===== src/rtl/shift_add_mult_ctrl_pkg.sv =====
// Shared constants and FSM state type for the shift-and-add multiplier controller.
package shift_add_mult_ctrl_pkg;

    localparam int unsigned MULT_WIDTH = 4;
    localparam int unsigned PROD_W     = 2 * MULT_WIDTH;

    typedef enum logic [1:0] {
        StIdle = 2'd0,
        StRun  = 2'd1,
        StDone = 2'd2
    } state_e;

endpackage


===== src/rtl/shift_add_mult_ctrl_if.sv =====
// Operand/result bundle between the board-level operand source and the multiplier.
interface shift_add_mult_ctrl_if
    import shift_add_mult_ctrl_pkg::*;
#(
    parameter int unsigned WIDTH = MULT_WIDTH
) ();

    logic                 start;
    logic [WIDTH-1:0]     a;
    logic [WIDTH-1:0]     b;
    logic                 busy;
    logic                 done;
    logic [2*WIDTH-1:0]   product;

    modport master (
        output start, a, b,
        input  busy, done, product
    );

    modport slave (
        input  start, a, b,
        output busy, done, product
    );

endinterface


===== src/rtl/ripple_adder8.sv =====
// Fixed 8-bit ripple-carry adder shared by the multiplier datapath.
module ripple_adder8 (
    input  logic [7:0] x_i,
    input  logic [7:0] y_i,
    input  logic       ci_i,
    output logic [7:0] sum_o,
    output logic       co_o
);

    logic carry;

    always_comb begin
        carry = ci_i;
        sum_o = '0;
        for (int i = 0; i < 8; i++) begin
            sum_o[i] = x_i[i] ^ y_i[i] ^ carry;
            carry    = (x_i[i] & y_i[i]) | (carry & (x_i[i] ^ y_i[i]));
        end
        co_o = carry;
    end

endmodule


===== src/rtl/shift_add_mult_ctrl_datapath.sv =====
// Operand latches, accumulator and step counter; one partial-product add per step.
module shift_add_mult_ctrl_datapath
    import shift_add_mult_ctrl_pkg::*;
#(
    parameter int unsigned WIDTH = MULT_WIDTH
) (
    input  logic                 clk,
    input  logic                 rst,
    input  logic                 load_i,
    input  logic                 step_i,
    input  logic [WIDTH-1:0]     a_i,
    input  logic [WIDTH-1:0]     b_i,
    output logic                 bit_o,
    output logic                 last_o,
    output logic [2*WIDTH-1:0]   sum_o
);

    localparam int unsigned ProdW = 2 * WIDTH;
    localparam int unsigned CntW  = $clog2(WIDTH);

    logic [WIDTH-1:0] a_q;
    logic [WIDTH-1:0] b_q;
    logic [ProdW-1:0] acc_q;
    logic [ProdW-1:0] addend;
    logic [CntW-1:0]  cnt_q;
    // Carry-out cannot be set for legal operands; left unobserved on purpose.
    logic             co_unused;

    assign bit_o  = b_q[cnt_q];
    assign last_o = (cnt_q == CntW'(WIDTH - 1));
    assign addend = bit_o ? (ProdW'(a_q) << cnt_q) : '0;

    ripple_adder8 u_adder (
        .x_i   (acc_q),
        .y_i   (addend),
        .ci_i  (1'b0),
        .sum_o (sum_o),
        .co_o  (co_unused)
    );

    always_ff @(posedge clk) begin
        if (rst) begin
            a_q   <= '0;
            b_q   <= '0;
            acc_q <= '0;
            cnt_q <= '0;
        end else if (load_i) begin
            a_q   <= a_i;
            b_q   <= b_i;
            acc_q <= '0;
            cnt_q <= '0;
        end else if (step_i) begin
            acc_q <= sum_o;
            cnt_q <= cnt_q + CntW'(1);
        end
    end

endmodule


===== src/rtl/shift_add_mult_ctrl.sv =====
// Sequential unsigned multiplier: IDLE/RUN/DONE control around the shift-and-add datapath.
module shift_add_mult_ctrl
    import shift_add_mult_ctrl_pkg::*;
#(
    parameter int unsigned WIDTH = MULT_WIDTH
) (
    input  logic                  clk,
    input  logic                  rst,
    shift_add_mult_ctrl_if.slave  bus
);

    localparam int unsigned ProdW = 2 * WIDTH;

    state_e           state_q;
    state_e           state_d;
    logic             load;
    logic             step;
    logic             mul_bit;
    logic             last;
    logic [ProdW-1:0] sum;
    logic [ProdW-1:0] product_q;

    shift_add_mult_ctrl_datapath #(
        .WIDTH (WIDTH)
    ) u_dp (
        .clk    (clk),
        .rst    (rst),
        .load_i (load),
        .step_i (step),
        .a_i    (bus.a),
        .b_i    (bus.b),
        .bit_o  (mul_bit),
        .last_o (last),
        .sum_o  (sum)
    );

    always_ff @(posedge clk) begin
        if (rst) begin
            state_q   <= StIdle;
            product_q <= '0;
        end else begin
            state_q <= state_d;
            if (step && last) begin
                product_q <= sum;
            end
        end
    end

    always_comb begin
        state_d = state_q;
        load    = 1'b0;
        step    = 1'b0;
        unique case (state_q)
            StIdle: begin
                if (bus.start) begin
                    load    = 1'b1;
                    state_d = StRun;
                end
            end
            StRun: begin
                step = 1'b1;
                if (last) begin
                    state_d = StDone;
                end
            end
            StDone:  state_d = StIdle;
            default: state_d = StIdle;
        endcase
    end

    // The multiplier bit only steers the addend inside the datapath.
    logic unused_bit;
    assign unused_bit = mul_bit;

    // Outputs come straight from registered state: no path from start.
    assign bus.busy    = (state_q != StIdle);
    assign bus.done    = (state_q == StDone);
    assign bus.product = product_q;

endmodule


===== src/flat_wrapper.sv =====
// flat-port wrapper written by rule: the top's interface ports become plain ports
module shift_add_mult_ctrl_flat import shift_add_mult_ctrl_pkg::*;
#(
    parameter int unsigned WIDTH = MULT_WIDTH
)
  (clk, rst, bus_start, bus_a, bus_b, bus_busy, bus_done, bus_product);
  shift_add_mult_ctrl_if #(.WIDTH(WIDTH)) bus_i ();
  input  logic clk;
  input  logic rst;
  input wire logic [$bits(bus_i.start)-1:0] bus_start;
  input wire logic [$bits(bus_i.a)-1:0] bus_a;
  input wire logic [$bits(bus_i.b)-1:0] bus_b;
  output wire logic [$bits(bus_i.busy)-1:0] bus_busy;
  output wire logic [$bits(bus_i.done)-1:0] bus_done;
  output wire logic [$bits(bus_i.product)-1:0] bus_product;
  assign bus_i.start = bus_start;
  assign bus_i.a = bus_a;
  assign bus_i.b = bus_b;
  assign bus_busy = bus_i.busy;
  assign bus_done = bus_i.done;
  assign bus_product = bus_i.product;
  shift_add_mult_ctrl #(.WIDTH(WIDTH)) u_core (.clk(clk), .rst(rst), .bus(bus_i));
endmodule

===== config.mk =====
export PLATFORM = sky130hd
export DESIGN_NAME = shift_add_mult_ctrl_flat
export DESIGN_NICKNAME = d
export VERILOG_FILES = /design/src/rtl/shift_add_mult_ctrl_pkg.sv /design/src/rtl/shift_add_mult_ctrl_if.sv /design/src/rtl/ripple_adder8.sv /design/src/rtl/shift_add_mult_ctrl_datapath.sv /design/src/rtl/shift_add_mult_ctrl.sv /design/src/flat_wrapper.sv
export SDC_FILE = /design/constraint.sdc
export NUM_CORES = 1
export LEC_CHECK = 0
export BUFFER_PORTS_ARGS = -buffer_cell sky130_fd_sc_hd__buf_4
export CAP_MARGIN = 10
export CELL_PAD_IN_SITES_DETAIL_PLACEMENT = 1
export CELL_PAD_IN_SITES_GLOBAL_PLACEMENT = 1
export CORE_ASPECT_RATIO = 1.1
export CORE_MARGIN = 5
export CORE_UTILIZATION = 39
export DETAILED_ROUTE_END_ITERATION = 6
export GPL_ROUTABILITY_DRIVEN = 0
export HOLD_SLACK_MARGIN = 0.03
export PLACE_DENSITY = 0.69
export SETUP_SLACK_MARGIN = 0.5
export SYNTH_ARGS = -nofsm -noshare
export SYNTH_HDL_FRONTEND = slang
export SYNTH_HIERARCHICAL = 1
export SYNTH_SLANG_ARGS = --single-unit

===== constraint.sdc =====
create_clock -name clk -period 5.4 [get_ports clk]
set_clock_uncertainty 0.2 [all_clocks]
set_input_delay 0 -clock clk [delete_from_list [all_inputs] [get_ports clk]]
set_output_delay 0 -clock clk [all_outputs]
set_load 0.02 [all_outputs]

==> summary.md <==
| Metric | Value |
|---|---|
| Hold_buf cts | `19` |
| Crit Path Category | `reg2reg` |
| CTS tree | `yes` |
| Remaining antenna violation count | `0` |
| Critical Path Fanout Max | `13` |
| CP arrival | `4.42 ns` |
| Final worst slack | `0.988 ns` |
| CTS root buf | `clkbuf_8` |
| Fin nets | `202` |
| Final wirelength | `3.10 mm` |
| VDD IR-drop max | `0.0000956 V` |
| Mapped Cells | `145` |
| Worst setup SP type | `register` |
| Average cell area after synthesis | `10.2 sq um` |
| Max-slew violation count | `0` |
| Core outline area | `3650 sq um` |
| Number of buffers and inverters on the critical path | `4` |
| Largest net degree at the start of global routing | `28` |
| Global route total overflow | `0` |
| Worst Setup End Kind | `register` |
| Ant. Diodes | `0` |
| H-tree depth | `1` |
| Initial detailed-routing violation count | `24` |
| Number of global-route vias before repair | `1143` |
| Measured slew at the worst slew-check pin | `1.20 ns` |
| Post-route setup TNS | `0 ns` |
| Vert. Die Dim | `74.5 microns` |
| Via count | `1086` |
| Met2 Resource Use GR | `0.253` |
| Hold Path Class | `reg2reg` |
| Period utilization | `0.817` |
| Ratio of cells with drive above 1 in the final layout | `0.160` |
| Postcts setup bufs | `0` |
| Final Hold Viols | `0` |
| Tot GR Track Use | `0.133` |
| Worst path max stage delay | `0.61 ns` |
| Worst skew pair latency | `0.27 ns` |
| Vias per cell | `4.70` |
| CP top delay family | `adder cells` |
| CP Cell Sequence | `nor4b_1 -> fa_1 -> inv_1 -> fa_1 -> inv_1 -> fa_1 -> fa_1 -> fa_1 -> fa_1 -> fa_1 -> inv_1 -> fa_1 -> inv_1 -> mux2i_1 -> nor2_1` |
| Clk sinks | `28` |
| Final setup fails | `0` |
| P&R area growth vs syn | `27.6%` |
| Power Total | `0.000404 W` |
| CP Data Required Time | `5.41 ns` |
| Yosys Warn Count | `6` |
| CP max stage cell | `dfxtp_1` |
| Final std cells w/o fill | `231` |
| Cell Rows | `23` |
| Syn Std Cell Area | `1480 sq um` |
| Dpl ws | `1.00 ns` |
| First-pass GRT wire length | `5.09 mm` |
| Post-cts resize count | `0` |
| Initial antenna violation count | `0` |
| Initial Utilization | `0.404` |
| Placed cells | `208` |
| Minimum clock period | `4.41 ns` |
| Routed WL per cell | `13.4 microns` |
| Horiz. Die Dim | `68.6 microns` |
| Status | `complete, no violations` |
| Gr busiest metal | `met2` |
| RSZ-0062 raised after global routing | `false` |
| P_leak | `0.799 nW` |
| Met1 GRT Util | `0.150` |
| DRC viols | `0` |
| Max Freq | `227 MHz` |
| IO Count | `21` |
| Met3 Use GR | `0.0181` |
| TritonCTS Buffers | `3` |
| Max clock buf depth | `2` |
| Detailed Place HPWL | `2.18 mm` |
| I/O Buffers | `20` |
| Pwr Density | `214 nW/um^2` |
| Most used cell, CP | `fa_1` |
| DRT Pass-1 Iters | `4` |
| Max_cap viols | `0` |
| Rel. slew slack | `0.197` |
| Die Area | `5110 sq um` |
| Worst-path clk slew | `0.09 ns` |
## final cells by class
class                           count  area [sq um]
Clock buffer                        4          55.1
Fill cell                         416          1770
Inverter                           11          41.3
Multi-Input combinational cell     99           822
Sequential cell                    28           561
Tap cell                           50          62.6
Timing Repair Buffer               39           340
## metal layers
layer  vias up  share of wire
met4         0         0.0061
met3         2          0.027
met2        15           0.56
met1       530           0.41
li1        539              -
met5         -              0
## flip-flops by register name, indices dropped and copies added (netlist names)
signal and cells:
u_core/bus.product 8, u_core/u_dp/acc_q 8, u_core/u_dp/a_q 4, u_core/state_q 2, u_core/u_dp/cnt_q 2, u_core/u_dp/b_q 4
## layout by cell type (no fill, tap or decap), types with 3 or more instances in the layout
| cell | count |
|---|---|
| buf_4 | 20 |
| dlygate4sd3_1 | 19 |
| nor2_1 | 19 |
| nand2b_1 | 18 |
| nor2b_1 | 3 |
| inv_1 | 11 |
| fa_1 | 8 |
| clkbuf_8 | 4 |
| mux2i_1 | 25 |
| dfxtp_1 | 28 |
## metrics by stage
step	util	hold slack, ns	area, sq um
after floorplan	-	-0.0528	1480
after global routing	0.515	0.294	1880
final	0.515	0.282	1880
after detailed placement	0.448	0.0455	1640
after global placement	0.448	0.0338	1640
after CTS	0.515	0.284	1880
## worst reg2reg max path, stage by stage (launching register included)
cell     delay (ns)
dfxtp_1        0.61
nor4b_1        0.15
fa_1           0.40
inv_1          0.09
fa_1           0.16
inv_1          0.05
fa_1           0.38
fa_1           0.40
fa_1           0.40
fa_1           0.39
fa_1           0.37
inv_1          0.08
fa_1           0.41
inv_1          0.08
mux2i_1        0.07
nor2_1         0.12
## where the power goes
group / internal, W / switching (W)
sequential: 0.000212 / 0.00000774
combinational: 0.0000333 / 0.0000239
clock: 0.0000651 / 0.0000610
total: 0.000311 / 0.0000927
## final timing paths
kind / start / to / slack [ns] / cells past startpoint
setup / recovery: u_core/u_dp/cnt_q[0] / u_core/u_dp/acc_q[7] / 0.99 / 15
hold / removal: u_core/bus.product[3] / u_core/bus.product[3] / 0.28 / 2
setup reg to reg: u_core/u_dp/cnt_q[0] / u_core/u_dp/acc_q[7] / 0.99 / 15
hold reg to reg: u_core/bus.product[3] / u_core/bus.product[3] / 0.28 / 2
(Power assumes the default switching activity.)
